==> config.mk <==
export PLATFORM = sky130hd
export DESIGN_NAME = touch_key_decoder
export DESIGN_NICKNAME = d
export VERILOG_FILES = /design/src/rtl/touch_key_decoder.sv
export SDC_FILE = /design/constraint.sdc
export NUM_CORES = 1
export LEC_CHECK = 0
export ABC_AREA = 1
export CAP_MARGIN = 20
export CORE_ASPECT_RATIO = 0.75
export CORE_MARGIN = 5
export CORE_UTILIZATION = 31
export CTS_BUF_LIST = sky130_fd_sc_hd__clkbuf_8
export DETAILED_ROUTE_END_ITERATION = 6
export GPL_ROUTABILITY_DRIVEN = 0
export PLACE_DENSITY = 0.58
export SYNTH_ARGS = -nofsm -noshare
export SYNTH_HDL_FRONTEND = slang
export SYNTH_SLANG_ARGS = --single-unit
==> constraint.sdc <==
create_clock -name clk -period 1.6 [get_ports clk]
set_input_delay 0.24 -clock clk [delete_from_list [all_inputs] [get_ports clk]]
set_output_delay 0.24 -clock clk [all_outputs]
set_load 0.1 [all_outputs]
==> src/rtl/touch_key_decoder.sv <==
// Touch-panel key decoder: coordinates -> key codes with debounce and events.
// Optional auto-repeat of key_press while held: define TOUCH_KEY_AUTOREPEAT_EN.
module touch_key_decoder #(
   parameter int ROWS          = 3,
   parameter int COLS          = 4,
   parameter int GRID_X0       = 10,
   parameter int GRID_Y0       = 10,
   parameter int KEY_W         = 140,
   parameter int KEY_H         = 130,
   parameter int PITCH_X       = 150,
   parameter int PITCH_Y       = 170,
   parameter int SIDE_N        = 6,
   parameter int SIDE_X0       = 612,
   parameter int SIDE_Y0       = 157,
   parameter int SIDE_W        = 118,
   parameter int SIDE_H        = 54,
   parameter int SIDE_PITCH    = 80,
   parameter int CODE_W        = 5,
   parameter int DEBOUNCE_CYC  = 4,
   parameter int RELEASE_CYC   = 4,
   parameter int REPEAT_DELAY  = 1000,
   parameter int REPEAT_PERIOD = 200
) (
   input  logic              clk,
   input  logic              rst,
   input  logic [31:0]       touch_data,
   input  logic              touch_valid,
   output logic [CODE_W-1:0] key_code,
   output logic              key_press,
   output logic              key_release,
   output logic              key_held
);

   localparam bit CfgOk = ((1 << CODE_W) > (ROWS * COLS + SIDE_N))
                          && (DEBOUNCE_CYC >= 1) && (RELEASE_CYC >= 1)
                          && (REPEAT_DELAY >= 1) && (REPEAT_PERIOD >= 1);

   if (!CfgOk) begin : g_cfg_check
      $error("touch_key_decoder: inconsistent parameters");
   end

   localparam int CNT_MAX = (DEBOUNCE_CYC > RELEASE_CYC) ?
                            DEBOUNCE_CYC : RELEASE_CYC;
   localparam int CNT_W   = $clog2(CNT_MAX + 1);

   typedef enum logic [1:0] {
      IDLE,
      ARM,
      PRESSED,
      REL
   } state_t;

   state_t            state_q, state_d;
   logic [CODE_W-1:0] raw_q, raw_d;
   logic [CODE_W-1:0] cand_q, cand_d;
   logic [CODE_W-1:0] code_q, code_d;
   logic [CNT_W-1:0]  cnt_q, cnt_d, cnt_inc;
   logic              press_q, press_d;
   logic              rel_q, rel_d;
   logic              held_q, held_d;
   logic [16:0]       x17, y17;

`ifdef TOUCH_KEY_AUTOREPEAT_EN
   localparam int RPT_MAX = (REPEAT_DELAY > REPEAT_PERIOD) ?
                            REPEAT_DELAY : REPEAT_PERIOD;
   localparam int RPT_W   = $clog2(RPT_MAX + 1);

   logic [RPT_W-1:0] rpt_q, rpt_d, rpt_inc, rpt_lim;
   logic             rpt_per_q, rpt_per_d;

   assign rpt_inc = rpt_q + 1'b1;
   assign rpt_lim = rpt_per_q ? RPT_W'(REPEAT_PERIOD) : RPT_W'(REPEAT_DELAY);
`endif

   // Zero-extend to 17 bits so the parameter sums below never wrap.
   assign x17     = {1'b0, touch_data[31:16]};
   assign y17     = {1'b0, touch_data[15:0]};
   assign cnt_inc = cnt_q + 1'b1;

   always_comb begin
      raw_d = '0;
      if (touch_valid) begin
         for (int r = 0; r < ROWS; r++) begin
            for (int c = 0; c < COLS; c++) begin
               if ((raw_d == '0)
                   && (x17 > 17'(GRID_X0 + c * PITCH_X))
                   && (x17 < 17'(GRID_X0 + c * PITCH_X + KEY_W))
                   && (y17 > 17'(GRID_Y0 + r * PITCH_Y))
                   && (y17 < 17'(GRID_Y0 + r * PITCH_Y + KEY_H))) begin
                  raw_d = CODE_W'(r * COLS + c + 1);
               end
            end
         end
         for (int k = 0; k < SIDE_N; k++) begin
            if ((raw_d == '0)
                && (x17 > 17'(SIDE_X0))
                && (x17 < 17'(SIDE_X0 + SIDE_W))
                && (y17 > 17'(SIDE_Y0 + k * SIDE_PITCH))
                && (y17 < 17'(SIDE_Y0 + k * SIDE_PITCH + SIDE_H))) begin
               raw_d = CODE_W'(ROWS * COLS + k + 1);
            end
         end
      end
   end

   always_comb begin
      state_d   = state_q;
      cand_d    = cand_q;
      cnt_d     = cnt_q;
      code_d    = code_q;
      press_d   = 1'b0;
      rel_d     = 1'b0;
      held_d    = held_q;
`ifdef TOUCH_KEY_AUTOREPEAT_EN
      rpt_d     = rpt_q;
      rpt_per_d = rpt_per_q;
`endif
      unique case (state_q)
         IDLE: begin
            if (raw_q != '0) begin
               cand_d = raw_q;
               if (DEBOUNCE_CYC == 1) begin
                  state_d = PRESSED;
                  cnt_d   = '0;
                  code_d  = raw_q;
                  press_d = 1'b1;
                  held_d  = 1'b1;
`ifdef TOUCH_KEY_AUTOREPEAT_EN
                  rpt_d     = '0;
                  rpt_per_d = 1'b0;
`endif
               end else begin
                  state_d = ARM;
                  cnt_d   = CNT_W'(1);
               end
            end
         end
         ARM: begin
            if (raw_q == cand_q) begin
               if (cnt_inc == CNT_W'(DEBOUNCE_CYC)) begin
                  state_d = PRESSED;
                  cnt_d   = '0;
                  code_d  = cand_q;
                  press_d = 1'b1;
                  held_d  = 1'b1;
`ifdef TOUCH_KEY_AUTOREPEAT_EN
                  rpt_d     = '0;
                  rpt_per_d = 1'b0;
`endif
               end else begin
                  cnt_d = cnt_inc;
               end
            end else if (raw_q == '0) begin
               state_d = IDLE;
               cnt_d   = '0;
            end else begin
               cand_d = raw_q;
               cnt_d  = CNT_W'(1);
            end
         end
         PRESSED: begin
            if (raw_q == cand_q) begin
`ifdef TOUCH_KEY_AUTOREPEAT_EN
               if (rpt_inc == rpt_lim) begin
                  press_d   = 1'b1;
                  rpt_d     = '0;
                  rpt_per_d = 1'b1;
               end else begin
                  rpt_d = rpt_inc;
               end
`endif
            end else begin
`ifdef TOUCH_KEY_AUTOREPEAT_EN
               rpt_d     = '0;
               rpt_per_d = 1'b0;
`endif
               if (RELEASE_CYC == 1) begin
                  state_d = IDLE;
                  cnt_d   = '0;
                  rel_d   = 1'b1;
                  held_d  = 1'b0;
               end else begin
                  state_d = REL;
                  cnt_d   = CNT_W'(1);
               end
            end
         end
         REL: begin
            if (raw_q == cand_q) begin
               state_d = PRESSED;
               cnt_d   = '0;
            end else if (cnt_inc == CNT_W'(RELEASE_CYC)) begin
               state_d = IDLE;
               cnt_d   = '0;
               rel_d   = 1'b1;
               held_d  = 1'b0;
            end else begin
               cnt_d = cnt_inc;
            end
         end
         default: begin
            state_d = IDLE;
            cnt_d   = '0;
         end
      endcase
   end

   always_ff @(posedge clk or posedge rst) begin
      if (rst) begin
         state_q   <= IDLE;
         raw_q     <= '0;
         cand_q    <= '0;
         code_q    <= '0;
         cnt_q     <= '0;
         press_q   <= 1'b0;
         rel_q     <= 1'b0;
         held_q    <= 1'b0;
`ifdef TOUCH_KEY_AUTOREPEAT_EN
         rpt_q     <= '0;
         rpt_per_q <= 1'b0;
`endif
      end else begin
         state_q   <= state_d;
         raw_q     <= raw_d;
         cand_q    <= cand_d;
         code_q    <= code_d;
         cnt_q     <= cnt_d;
         press_q   <= press_d;
         rel_q     <= rel_d;
         held_q    <= held_d;
`ifdef TOUCH_KEY_AUTOREPEAT_EN
         rpt_q     <= rpt_d;
         rpt_per_q <= rpt_per_d;
`endif
      end
   end

   assign key_code    = code_q;
   assign key_press   = press_q;
   assign key_release = rel_q;
   assign key_held    = held_q;

endmodule
==> metrics <==
pin count of the biggest net entering global routing 24; Synth area leader dfrtp_1; clk_skew 0.00548 ns; Power Total about 1.3 mW; Finished Layout Cells 527; CP max stage delay 0.40 ns; Worst setup EP type flip-flop; Layout fillers 673; crit path cell chain xor2_1 > nor2_1 > nand3_2 > inv_2 > nand2_1 > a21oi_1 > buf_4 > nor2_2 > nand2_1 > nand2_1; average wire per cell in the routed design 11.4 um; DR vias/cell between 4 and 5; GR Overflow Total 0; Avg Cell Area, Syn just over 6 um2; CTS tree built; post-synth top area share 27.3%; GRT Total Usage 14.0%; post-synthesis register bit count 23; largest cells by area after synthesis dfrtp_1, nand2_1, nor2_1; 1st-iter DRT viols 157; met2 global-route usage between 20 and 25%; synth warn 0; layout cells sized above 1 between 20 and 30%; final net count 481; starting density of the core a little under a third; routed wire length 6000 um; Core Box Area 0.00670 mm2; cells after synthesis between 300 and 400; total negative slack 0 ns; RSZ-0062 raised after global routing true; clock sinks 23; P per Cell Area around 400 mW/mm2; Area growth syn-to-layout 58.7%; fmax 646 MHz; Core Rows 26; Diodes inserted 0; Worst path slowest cell dfrtp_1; type of the worst setup path reg -> reg; clock tree buffer depth 2; startpoint types flip-flop; period utilisation layout between 90% and 100%; Yosys cell types 37; P_leak 1.88 nW; Syn Nets 382; Max Cap Viol 0; Place WS -0.391 ns; number of global-route vias before repair 2289; die height 81.4 um; grt met3 use ~2.1%; Die W 105 um; Final Hold Viols 0; number of synthesized flops with an enable pin 0; DIE AREA 0.00855 mm2; sequential area share after synthesis between 20 and 30%; CP Max Fanout 4; post-route cell area 0.00334 mm2; most frequent CP cell nand2_1; most frequent cell after synthesis nand2_1; PnR worst setup slack 0.0516 ns; Ports 43; Slew @ Worst Pin 0.316 ns; Max VDD drop 0.272 mV; H-tree levels 1; status finished, final reports clean; WHS 0.312 ns; CTS buffer count 3; Hold WC Path Type in -> async; Final setup violation count 0; top post-synthesis cells by count nand2_1, nor2_1, inv_1; Worst slew margin 78.7%; top_reg_cell synth dfrtp_1; post-DP HPWL 4590 um; Tmin final around 1.5 ns; WP data arrival between 1.5 and 2 ns; vias post-DR 2515; initial antenna violation count 0; clk root buf clkbuf_8; Slew Viols, Final 0; Async S/R FF share, synth 100%; first-pass GRT wire length 10100 um; DRC Markers 0; busiest metal layer after global routing met2; drt pass-1 iters 5; Routed Antenna Nets 0; worst skew pair latency 0.27 ns; dpl cells 515; Synth Cell Area 0.00210 mm2; I/O Buffers 42; final cell utilization of the core between 40% and 50%; clock-pin slew on the worst setup and hold paths 0.08 ns; Crit path required time 1.76 ns; Global Route met1 Usage between 10% and 20%; Placement Cell Area 0.00304 mm2
==> routing by layer <==
metal	wire length (um)	part of all wire [%]
met1	2890	48
met2	2680	45
met3	348	5.8
met4	78	1.3
met5	0	0
==> cell type report <==
| type | count | area, um2 | share of cell area, % |
|---|---|---|---|
| repair buffers | 98 | 986 | 29.5 |
| well taps | 84 | 105 | 3.15 |
| clock inverters | 1 | 3.75 | 0.112 |
| flip-flops and latches | 23 | 576 | 17.2 |
| clock buffers | 3 | 41.3 | 1.24 |
| multi-input cells | 267 | 1440 | 43.0 |
| inverters | 51 | 194 | 5.81 |
==> power by group <==
group | internal (mW) | switching, mW | leakage, nW
Sequential | 0.589 | 0.00480 | 0.321
Clock | 0.171 | 0.177 | 0.0269
Combinational | 0.191 | 0.208 | 1.54
Total | 0.951 | 0.390 | 1.88
==> critical path, delay by kind of cell, from the launching register on <==
family	cells	cell delay, ns
XOR/XNOR	1	0.16
flip-flops	1	0.40
AND/OR/NAND/NOR	6	0.47
AO/OA/AOI/OAI	1	0.17
buffers and inverters	2	0.24
==> logic make-up (layout without fill, tap and decap cells) <==
group | after synthesis | count (layout) | synth area share [%]
buf+inv | 55 | 153 | 10.6
xor+xnor | 5 | 5 | 2.08
flops | 23 | 23 | 27.3
fa+ha+maj | 2 | 2 | 1.19
simple gates | 218 | 218 | 46.4
compound gates | 42 | 42 | 12.4
==> state kept, by name (all words and copies together) (netlist names), named ones only <==
name and count:
cand_q 5, cnt_q 3, key_code 5, key_held 1, key_press 1, key_release 1, raw_q 5, state_q 1
==> worst paths after layout <==
check / slack [ns] / endpoint / startpoint / cells after the start
worst max-delay path: 0.05 / cnt_q[0] / cand_q[1] / 10
worst min-delay path: 0.31 / key_held / rst / 3
worst max register to register: 0.05 / cnt_q[0] / cand_q[1] / 10
worst min register to register: 0.53 / key_code[4] / cand_q[4] / 2
max in group asynchronous: 1.06 / raw_q[0] / rst / 3
min in group clk: 0.53 / key_code[4] / cand_q[4] / 2
==> placed cells by master (no fill, tap or decap), drive strengths merged, types with 2 or more instances in the layout <==
master         synthesis  final
o21ai                 19     19
dfrtp                 23     23
buf                    4     63
and2                   2      2
nor2                  59     59
nand4                  9      9
a31oi                  3      3
nand2                108    108
ha                     2      2
nor3                   3      3
dlymetal6s2s           0     28
nor4                   2      2
xnor2                  2      2
a21oi                 11     11
clkbuf                 0      5
inv                   51     52
xor2                   3      3
a211oi                 2      2
clkdlybuf4s50          0      2
dlygate4sd2            0      3
nand3b                 3      3
nand3                 32     32
==> what timing repair did <==
item,in CTS,in global routing
pin swaps,1,32
endpoints found under the setup margin,11,20
hold buffers,0,0
cloned,0,0
buffers inserted,1,7
resized for setup,16,71
No activity file was read; power rests on OpenSTA's default activity.
